## src/rtl/ntt_ctrl_if.sv

```systemverilog
// ---------------------------------------------------------------------------
// ntt_ctrl_if - control/address bundle between the NTT sequencer and its
// neighbours (input-collection buffer, coefficient buffer, twiddle ROM,
// output serializer).
//
//   start      run request from the input-collection buffer
//   hold       issue stall
//   busy/done  transform in progress / one-cycle completion pulse
//   stage      stage currently issuing (0..6)
//   rd_en, rd_addr_a, rd_addr_b, tw_idx   read pair and twiddle index
//   wr_en, wr_addr_a, wr_addr_b           write-back pair
//
// Modports: master drives start/hold and observes the rest (environment),
// slave is the sequencer itself.
// ---------------------------------------------------------------------------
interface ntt_ctrl_if;
   logic       start;
   logic       hold;
   logic       busy;
   logic       done;
   logic [2:0] stage;
   logic       rd_en;
   logic [6:0] rd_addr_a;
   logic [6:0] rd_addr_b;
   logic [6:0] tw_idx;
   logic       wr_en;
   logic [6:0] wr_addr_a;
   logic [6:0] wr_addr_b;

   modport master (
      output start, hold,
      input  busy, done, stage, rd_en, rd_addr_a, rd_addr_b, tw_idx,
             wr_en, wr_addr_a, wr_addr_b
   );

   modport slave (
      input  start, hold,
      output busy, done, stage, rd_en, rd_addr_a, rd_addr_b, tw_idx,
             wr_en, wr_addr_a, wr_addr_b
   );
endinterface

```

## src/rtl/ntt_ctrl.sv

```systemverilog
// ---------------------------------------------------------------------------
// ntt_ctrl - sequencer for the 128-point in-place Cooley-Tukey NTT core.
//
// Walks 7 stages of 64 butterflies. For each butterfly it issues the operand
// pair (rd_addr_a, rd_addr_b) and the bit-reversed-order twiddle index, then
// replays the same pair as the write-back exactly RD_LAT+BF_LAT cycles later.
//
// Ports:
//   clk   single clock, rising edge
//   rst   asynchronous, active-high reset
//   bus   ntt_ctrl_if.slave (start/hold in; status, read and write out)
//
// All outputs are registered. Inputs act like start does: the value sampled
// at a clock edge decides what the outputs show in the following cycle, so a
// hold sampled at the edge entering cycle t suppresses the read of cycle t.
// ---------------------------------------------------------------------------
module ntt_ctrl #(
   parameter int N      = 128,
   parameter int RD_LAT = 1,
   parameter int BF_LAT = 4
) (
   input  logic       clk,
   input  logic       rst,
   ntt_ctrl_if.slave  bus
);

   localparam int AW         = $clog2(N);       // address width (7)
   localparam int CW         = AW - 1;          // butterfly index width (6)
   localparam int LAST_STAGE = AW - 1;          // stages 0..6
   localparam int DLY        = RD_LAT + BF_LAT; // read-to-write distance
   localparam int DW         = $clog2(DLY);

   typedef logic [AW-1:0] addr_t;
   typedef logic [CW:0]   cnt_t;   // one extra bit: counts 0..64
   typedef logic [2:0]    stg_t;
   typedef logic [DW-1:0] dcnt_t;

   localparam cnt_t  CNT_END  = cnt_t'(N / 2);
   localparam dcnt_t DCNT_END = dcnt_t'(DLY - 1);
   localparam stg_t  STG_END  = stg_t'(LAST_STAGE);
   localparam stg_t  STG_AW   = stg_t'(AW);

   typedef enum logic [1:0] {IDLE, ISSUE, DRAIN, DONE} state_t;

   typedef struct packed {
      logic  en;
      addr_t a;
      addr_t b;
   } wb_t;

   state_t        state, state_n;
   stg_t          s, s_n;
   cnt_t          cnt, cnt_n;       // butterflies already issued this stage
   dcnt_t         dcnt, dcnt_n;     // drain cycle index
   logic          issue;            // a read is issued in the next cycle
   logic [CW-1:0] c;                // index of the butterfly being issued
   addr_t         len, g, j, addr_a, addr_b, tw;
   wb_t           pipe [DLY-1];     // last slot is the wr_* register itself

   // -------------------------------------------------------------------------
   // Next-state logic
   // -------------------------------------------------------------------------
   always_comb begin
      // NOTE: every variable gets a default before the case so no path leaves
      // it unassigned; otherwise synthesis infers a latch.
      state_n = state;
      s_n     = s;
      cnt_n   = cnt;
      dcnt_n  = dcnt;
      issue   = 1'b0;

      case (state)
         IDLE: begin
            if (bus.start) begin
               state_n = ISSUE;
               s_n     = '0;
               cnt_n   = '0;
               issue   = !bus.hold;
            end
         end
         ISSUE: begin
            // cnt reaching 64 means the last read is on the outputs now.
            if (cnt == CNT_END) begin
               state_n = DRAIN;
               dcnt_n  = '0;
            end else begin
               issue = !bus.hold;
            end
         end
         DRAIN: begin
            if (dcnt == DCNT_END) begin
               if (s == STG_END) begin
                  state_n = DONE;
               end else begin
                  // Next stage's first read lands one cycle after this
                  // stage's last write.
                  state_n = ISSUE;
                  s_n     = s + 1'b1;
                  cnt_n   = '0;
                  issue   = !bus.hold;
               end
            end else begin
               dcnt_n = dcnt + 1'b1;
            end
         end
         DONE:    state_n = IDLE;
         default: state_n = IDLE;
      endcase

      c = cnt_n[CW-1:0];
      if (issue) cnt_n = cnt_n + 1'b1;
   end

   // -------------------------------------------------------------------------
   // Address generation for stage s_n, butterfly c:
   //   len = 64>>s, g = c>>(6-s), j = c & (len-1)
   //   a = (g<<(7-s)) | j, b = a + len, tw = (1<<s) + g
   // -------------------------------------------------------------------------
   always_comb begin
      len    = addr_t'(N / 2) >> s_n;
      g      = addr_t'(c) >> (STG_END - s_n);
      j      = addr_t'(c) & (len - 1'b1);
      addr_a = (g << (STG_AW - s_n)) | j;
      addr_b = addr_a + len;
      tw     = (addr_t'(1) << s_n) + g;
   end

   // -------------------------------------------------------------------------
   // FSM and counter state
   // -------------------------------------------------------------------------
   // NOTE: clocked state uses non-blocking assignments so every register
   // samples pre-edge values regardless of statement order.
   always_ff @(posedge clk or posedge rst) begin
      if (rst) begin
         state <= IDLE;
         s     <= '0;
         cnt   <= '0;
         dcnt  <= '0;
      end else begin
         state <= state_n;
         s     <= s_n;
         cnt   <= cnt_n;
         dcnt  <= dcnt_n;
      end
   end

   assign bus.stage = s;

   // -------------------------------------------------------------------------
   // Registered outputs and write-back delay line
   // -------------------------------------------------------------------------
   always_ff @(posedge clk or posedge rst) begin
      if (rst) begin
         bus.busy      <= 1'b0;
         bus.done      <= 1'b0;
         bus.rd_en     <= 1'b0;
         bus.rd_addr_a <= '0;
         bus.rd_addr_b <= '0;
         bus.tw_idx    <= '0;
         bus.wr_en     <= 1'b0;
         bus.wr_addr_a <= '0;
         bus.wr_addr_b <= '0;
         // NOTE: the delay line is reset along with everything else because
         // a write still in flight must not reach the buffer after reset.
         for (int i = 0; i < DLY - 1; i++) pipe[i] <= '0;
      end else begin
         bus.busy  <= (state_n != IDLE);
         bus.done  <= (state_n == DONE);
         bus.rd_en <= issue;
         // Idle cycles keep the last addresses; consumers ignore them.
         if (issue) begin
            bus.rd_addr_a <= addr_a;
            bus.rd_addr_b <= addr_b;
            bus.tw_idx    <= tw;
         end

         pipe[0] <= {bus.rd_en, bus.rd_addr_a, bus.rd_addr_b};
         for (int i = 1; i < DLY - 1; i++) pipe[i] <= pipe[i-1];
         {bus.wr_en, bus.wr_addr_a, bus.wr_addr_b} <= pipe[DLY-2];
      end
   end

endmodule

```

## src/flat_wrapper.sv

```systemverilog
// flat-port wrapper written by rule: the top's interface ports become plain ports
module ntt_ctrl_flat 
#(
   parameter int N      = 128,
   parameter int RD_LAT = 1,
   parameter int BF_LAT = 4
)
  (clk, rst, bus_start, bus_hold, bus_busy, bus_done, bus_stage, bus_rd_en, bus_rd_addr_a, bus_rd_addr_b, bus_tw_idx, bus_wr_en, bus_wr_addr_a, bus_wr_addr_b);
  ntt_ctrl_if bus_i ();
  input  logic clk;
  input  logic rst;
  input wire logic [$bits(bus_i.start)-1:0] bus_start;
  input wire logic [$bits(bus_i.hold)-1:0] bus_hold;
  output wire logic [$bits(bus_i.busy)-1:0] bus_busy;
  output wire logic [$bits(bus_i.done)-1:0] bus_done;
  output wire logic [$bits(bus_i.stage)-1:0] bus_stage;
  output wire logic [$bits(bus_i.rd_en)-1:0] bus_rd_en;
  output wire logic [$bits(bus_i.rd_addr_a)-1:0] bus_rd_addr_a;
  output wire logic [$bits(bus_i.rd_addr_b)-1:0] bus_rd_addr_b;
  output wire logic [$bits(bus_i.tw_idx)-1:0] bus_tw_idx;
  output wire logic [$bits(bus_i.wr_en)-1:0] bus_wr_en;
  output wire logic [$bits(bus_i.wr_addr_a)-1:0] bus_wr_addr_a;
  output wire logic [$bits(bus_i.wr_addr_b)-1:0] bus_wr_addr_b;
  assign bus_i.start = bus_start;
  assign bus_i.hold = bus_hold;
  assign bus_busy = bus_i.busy;
  assign bus_done = bus_i.done;
  assign bus_stage = bus_i.stage;
  assign bus_rd_en = bus_i.rd_en;
  assign bus_rd_addr_a = bus_i.rd_addr_a;
  assign bus_rd_addr_b = bus_i.rd_addr_b;
  assign bus_tw_idx = bus_i.tw_idx;
  assign bus_wr_en = bus_i.wr_en;
  assign bus_wr_addr_a = bus_i.wr_addr_a;
  assign bus_wr_addr_b = bus_i.wr_addr_b;
  ntt_ctrl #(.N(N), .RD_LAT(RD_LAT), .BF_LAT(BF_LAT)) u_core (.clk(clk), .rst(rst), .bus(bus_i));
endmodule
```

## config.mk

```make
export PLATFORM = sky130hd
export DESIGN_NAME = ntt_ctrl_flat
export DESIGN_NICKNAME = d
export VERILOG_FILES = /design/src/rtl/ntt_ctrl_if.sv /design/src/rtl/ntt_ctrl.sv /design/src/flat_wrapper.sv
export SDC_FILE = /design/constraint.sdc
export NUM_CORES = 1
export LEC_CHECK = 0
export ABC_CLOCK_PERIOD_IN_PS = 6500
export CAP_MARGIN = 20
export CORE_MARGIN = 1
export CORE_UTILIZATION = 40
export DETAILED_ROUTE_END_ITERATION = 6
export GPL_TIMING_DRIVEN = 0
export HOLD_SLACK_MARGIN = 0.03
export PLACE_DENSITY = 0.58
export SKIP_CTS_REPAIR_TIMING = 1
export SYNTH_ARGS = -nofsm -noshare
export SYNTH_HDL_FRONTEND = slang
export SYNTH_SLANG_ARGS = --single-unit
```

## constraint.sdc

```tcl
create_clock -name clk -period 6.5 [get_ports clk]
set_clock_uncertainty 0.1 [all_clocks]
set_input_delay 0.975 -clock clk [delete_from_list [all_inputs] [get_ports clk]]
set_output_delay 0.975 -clock clk [all_outputs]
set_load 0.02 [all_outputs]
```

-- Yosys cells after proc, flatten, opt, wreduce, memory -nomap -nowiden
Index checks and enable logic that the tools add are counted.
- add/subtract/negate cells: 8
- equality and inequality tests: 9
- shift operators: 4
- mux-type cells: 22
- bitwise operators: 2
- reduce and logical (&&, ||, !) cells: 5
- operators with widths (kind ; count):
    two-way mux 7 bit ; 4
    two-way mux 3 bit ; 5
    adder 7 bit ; 2
    case mux 7 bit (2 select lines) ; 1
    case mux 3 bit (2 select lines) ; 2
    two-way mux 2 bit ; 4
    case mux 2 bit (4 select lines) ; 1
    adder 7 x 1 -> 7 bit (second input constant) ; 1
    bitwise AND 6 x 7 -> 7 bit ; 1
    equality test 7 bit (second input constant) ; 1
    OR 7 bit ; 1
    << shifter 1 x 3 -> 7 bit (first input constant) ; 1
    << shifter 7 x 3 -> 7 bit ; 1
    >> shifter 6 x 3 -> 7 bit ; 1
    >> shifter 7 x 3 -> 7 bit (first input constant) ; 1
    subtractor 7 x 1 -> 7 bit (second input constant) ; 1
    adder 3 x 1 -> 3 bit (second input constant) ; 2
    equality test 2 bit (second input constant) ; 3
    equality test 3 bit (second input constant) ; 2
    subtractor 3 bit (first input constant) ; 2
    two-way mux 1 bit ; 4
    nonzero test 2 bit ; 2
    case mux 1 bit (3 select lines) ; 1
    AND reduction 3 bit ; 1
    5 further kinds ; 5
- register bits after elaboration: 114
- input port bits: 4
- output and inout bits: 42
- word-level logic and storage cells: 75

-- Logic depth before layout (Yosys ltp)
Gate-level depths: netlist of the first run.
- depth in word-level cells: 9
- mapped depth: 26
- gate-level depth less buffers: 23

-- Worst setup path after synthesis of the first run
OpenSTA, ideal clock, no wires.
- kind: input-to-reg
- from: in bus_start
- to: reg u_core.bus.rd_addr_b[6]
- setup time: 0.094 ns
- arrival: 4.938 ns
- data required time: 6.306 ns
- slack: 1.368 ns
- stages on the path: 22
- buffers on the path: 2
- cells stage by stage: mux2i_4 -> a32o_1 -> clkbuf_1 -> ha_1 -> clkbuf_1 -> nand2_1 -> a31oi_1 -> a31o_2 -> a22o_1 -> nand2_1 -> o22ai_1 -> ha_1 -> inv_1 -> fa_1 -> nor2b_1 -> o31ai_1 -> a21oi_1 -> o21ai_0 -> o21ba_2 -> a311oi_1 -> o31a_1 -> a211oi_1
- longest elaborated chain between the ends: 7
- elaborated cells between the ends (all ways): 15
- those cells by class: 4 x add/sub; 3 x shift; 6 x mux; 2 x bitwise
- RTL lines (item ; line ; text):
    start: declaration ; flat_wrapper.sv:12 ; input wire logic [$bits(bus_i.start)-1:0] bus_start;
    two-way mux 3 bit (*) ; ntt_ctrl.sv:74 ; if (bus.start) begin
    case mux 3 bit (2 select lines) (*) ; ntt_ctrl.sv:72 ; case (state)
    via u_core.s_n[1] ; ntt_ctrl.sv:52 ; stg_t s, s_n;
    subtractor 3 bit / >> shifter 7 x 3 -> 7 bit (equally long branches) ; ntt_ctrl.sv:121, ntt_ctrl.sv:120 ;
    >> shifter 6 x 3 -> 7 bit / subtractor 7 x 1 -> 7 bit (equally long branches) ; ntt_ctrl.sv:121, ntt_ctrl.sv:122 ;
    << shifter 7 x 3 -> 7 bit / bitwise AND 6 x 7 -> 7 bit (equally long branches) ; ntt_ctrl.sv:123, ntt_ctrl.sv:122 ;
    OR 7 bit (*) ; ntt_ctrl.sv:123 ; addr_a = (g << (STG_AW - s_n)) | j;
    via u_core.addr_a[0] ; ntt_ctrl.sv:57 ; addr_t len, g, j, addr_a, addr_b, tw;
    adder 7 bit (*) ; ntt_ctrl.sv:124 ; addr_b = addr_a + len;
    end signal: assignment ; ntt_ctrl.sv:173 ; bus.rd_addr_b <= addr_b;
    end: declaration ; ntt_ctrl_if.sv:38 ; output busy, done, stage, rd_en, rd_addr_a, rd_addr_b, tw_idx,
The timed path passes the listed nets; every way through them passes the cells marked *.
A chain may end at the register's enable or synchronous reset.

-- Worst setup path in the final report of the first run
Same ends and word-level chain as after synthesis.

==> metrics.csv, run 1 <==
stage,metric,value,unit
synth,yosys_warnings,0,
floorplanning,rows,40,
synth,yosysSeqAreaShare,58.2,%
timing,tightest_slew,603,ps
synth,synth_top_cell_by_area,dfrtp_1,
clock_network,cts_sinks,114,
synth,synth_top_family_by_area,compound AO/OA/AOI/OAI gates,
clock_network,htreeDepth,4,
placement,dp_slack,-84.0,ps
route,dr.pass1.iters,4,
timing,setup_viol,0,
clock_network,clkLatencyLatePin,410,ps
timing,hold_violations,0,
synth,mappedNetlistArea,4900,um2
clock_network,clockBufferDepth,2,
flow_run,drv_cap,0,
route,routed_wl,9.89,mm
floorplanning,start_util,41.0,%
power,finalPower,0.00263,W
setup_path,timing.rr.start,u_core.dcnt[0],
clock_network,cts_tree,built,
power,p_per_area,427,nW/um2
setup_path,r2r_setup_slack,710,ps
placement,dpl.hpwl,6.87,mm
setup_path,path_class,input pin to flip-flop,
floorplanning,num_io_pins,46,
layout,drive_gt1_share,12.0,%
global_route,first_global_vias,3332,
setup_path,critPathCaptureType,flip-flop,
layout,synthToLayoutAreaGrowth,25.5,%
timing,min_period,5960,ps
global_route,antenna_found_initial,0,
timing,tns,0,ps
synth,synth.most_common_cell,dfrtp_1,
timing,timing.final.ws_setup,539,ps
clock_network,cts_buffers,17,
timing,relSlewSlack,59.8,%
synth,synth_cells,423,
synth,synth_commonest_cells,"dfrtp_1, nand2_1, ha_1, o21ai_0, inv_1",
synth,ys_types,67,
synth,synth_area_leaders,"dfrtp_1, ha_1, nand2_1",
layout,final_area,6150,um2
global_route,met1_usage,22.1,%
floorplanning,core-area,12000,um2
global_route,met3_usage,4.07,%
floorplanning,fp.dieH,113,um
layout,finalNetCount,520,
hold_path,hold_path_depth,0,
route,vias_per_cell,5.16,
power,vdd_drop_max,0.176,mV
placement,place_congestion,0.824,
timing,slew_viol_final,0,
clock_network,root_buffer,clkbuf_16,
setup_path,arrival,6120,ps
synth,ys_seq_elements,114,
synth,synth_top_area_share,58.2,%
global_route,global_route.peak_usage_layer,met2,
synth,yosys.area_share.simple,11.0,%
route,drc_errors,0,
layout,fillers,1068,
layout,diodes,0,
setup_path,start_kind,input pin,
global_route,grt_max_degree,69,
global_route,grt_pass1_wl,16.6,mm
hold_path,hold-path-endpoint,u_core.pipe[26],
hold_path,worstHoldStart,u_core.pipe[41],
route,via_count,3345,
global_route,met2_usage,27.2,%
hold_path,hold_path_class,flip-flop to flip-flop,
synth,synth_xor_area_share,3.60,%
placement,placed_cells,616,
run_status,outcome,completed,
layout,final_cells,648,
power,p_leak,2.90,nW
floorplanning,fp.dieW,113,um
placement,io_buffers,45,
setup_path,reg2reg_depth,23,
timing,timing.fmax,168,MHz
synth,synthAdderAreaFrac,7.45,%
synth,synth_compound_area_share,13.1,%
synth,synthMuxAreaShare,2.65,%
synth,postSynth.asyncResetShare,100,%
placement,placed_cell_area,5570,um2
route,ant_nets,0,
synth,avgSynthCellArea,11.6,um2
setup_path,rr_endpoint,u_core.bus.rd_addr_b[6],
setup_path,path_max_fanout,13,
route,wl_per_cell,15.3,um
synth,synthesis.nets,455,
global_route,grt-ovfl-total,0,
synth,synth-edff-count,0,
global_route,grt.total_usage,17.3,%
timing,timing.final.crit_share,91.7,%
timing,rsz0062_at_grt,no,
clock_network,clk_pin_slew,60,ps
floorplanning,die_area,12700,um2
route,drt_iter0_drc,201,
setup_path,cp_data_required_time,6660,ps
synth,ys.flop_type,dfrtp_1,
## placed cells by master (no fill, tap or decap), drive strengths merged, types with 7 or more instances in the layout
cell,count
buf,8
clkdlybuf4s50,45
nand2,49
xor2,11
clkbuf,32
nand3,10
nor2,17
xnor2,7
and2,9
dfrtp,114
o21ai,27
inv,26
a21oi,19
ha,26
## layout make-up
cell class	instances	area (um2)	area share [%]
Buffer	19	101	1.65
Tap cell	147	184	2.99
Sequential cell	114	2850	46.4
Multi-Input combinational cell	265	1860	30.2
Inverter	25	98.8	1.61
Clock inverter	12	133	2.16
Timing Repair Buffer	46	478	7.77
Clock buffer	20	447	7.26
## worst max path at each step
stage                         start  slack [ps]  cells after the start                 endpoint
after floorplan           bus_start        1370                     22  u_core.bus.rd_addr_b[6]
after CTS                 bus_start         320                     23  u_core.bus.rd_addr_b[6]
after detailed placement  bus_start         -80                     23  u_core.bus.rd_addr_b[6]
after global placement    bus_start        -100                     23  u_core.bus.rd_addr_b[6]
final                     bus_start         540                     20  u_core.bus.rd_addr_b[6]
after global routing      bus_start          50                     21  u_core.bus.rd_addr_b[6]
## flip-flops by register name, indices dropped and copies added, names as in the netlist
name and count:
u_core.bus.rd_addr_a 7, u_core.pipe 60, u_core.cnt 7, u_core.bus.rd_en 1, u_core.bus.wr_addr_b 7, u_core.bus.stage 3, u_core.bus.done 1, u_core.state 2
u_core.bus.rd_addr_b 7, u_core.bus.wr_en 1, u_core.bus.busy 1, u_core.dcnt 3, u_core.bus.wr_addr_a 7, u_core.bus.tw_idx 7
## power by group
group / internal, W / total (W) / switching [W]
sequential: 0.000921 / 0.00101 / 0.0000881
clock: 0.000574 / 0.000898 / 0.000323
combinational: 0.000297 / 0.000719 / 0.000423
## stage by stage
| stage | utilization [%] | hold WS [ps] |
|---|---|---|
| 6_report | 51.4 | 241 |
| 5_1_grt | 51.4 | 243 |
| 4_1_cts | 51.4 | 241 |
| 3_5_place_dp | 46.5 | 235 |
| 3_3_place_gp | 46.3 | 231 |
| 2_1_floorplan | - | 231 |
## kinds of logic (layout without fill, tap and decap cells)
logic type | after synthesis | in the layout
buffers and inverters | 44 | 122
XOR/XNOR | 18 | 18
multiplexers | 11 | 11
flip-flops | 114 | 114
adder cells (fa/ha/maj) | 28 | 28
AO/OA/AOI/OAI | 95 | 95
AND/OR/NAND/NOR | 113 | 113
## critical path: stages
cell and delay [ps]:
clkdlybuf4s50_1 590, mux2i_4 150, a32o_1 280, clkbuf_2 240
ha_1 350, clkbuf_1 360, nand2_1 150, a31oi_1 240
a31o_2 180, nand3_1 100, a22oi_1 500, a21o_1 230
ha_1 260, nor2b_1 160, o31ai_1 350, a21oi_2 200
or2_2 310, a311oi_1 280, o31a_1 170, a211oi_1 40
## per-layer routing
layer	share of wire [%]	wire (um)
met4	2.9	287
met2	48	4750
met1	44	4380
met3	4.8	471
met5	0	0
Power figures use the tool's default switching activity.
==> run 2: changes to the inputs <==
--- a/config.mk
+++ b/config.mk
@@ -5,13 +5,12 @@
 export SDC_FILE = /design/constraint.sdc
 export NUM_CORES = 1
 export LEC_CHECK = 0
-export ABC_CLOCK_PERIOD_IN_PS = 6500
 export CAP_MARGIN = 20
 export CORE_MARGIN = 1
 export CORE_UTILIZATION = 40
 export DETAILED_ROUTE_END_ITERATION = 6
 export GPL_TIMING_DRIVEN = 0
-export HOLD_SLACK_MARGIN = 0.03
+export HOLD_SLACK_MARGIN = 0.02
 export PLACE_DENSITY = 0.58
 export SKIP_CTS_REPAIR_TIMING = 1
 export SYNTH_ARGS = -nofsm -noshare
==> results of run 2 <==
The final DEF is identical to that of run 1; final timing and power are the same.
==> run 3: changes to the inputs <==
--- a/config.mk
+++ b/config.mk
@@ -8,6 +8,7 @@
 export CAP_MARGIN = 20
 export CORE_MARGIN = 1
 export CORE_UTILIZATION = 40
+export CTS_CLUSTER_DIAMETER = 50
 export DETAILED_ROUTE_END_ITERATION = 6
 export GPL_TIMING_DRIVEN = 0
 export HOLD_SLACK_MARGIN = 0.02
==> results of run 3 <==
The final DEF is identical to that of run 1; final timing and power are the same.
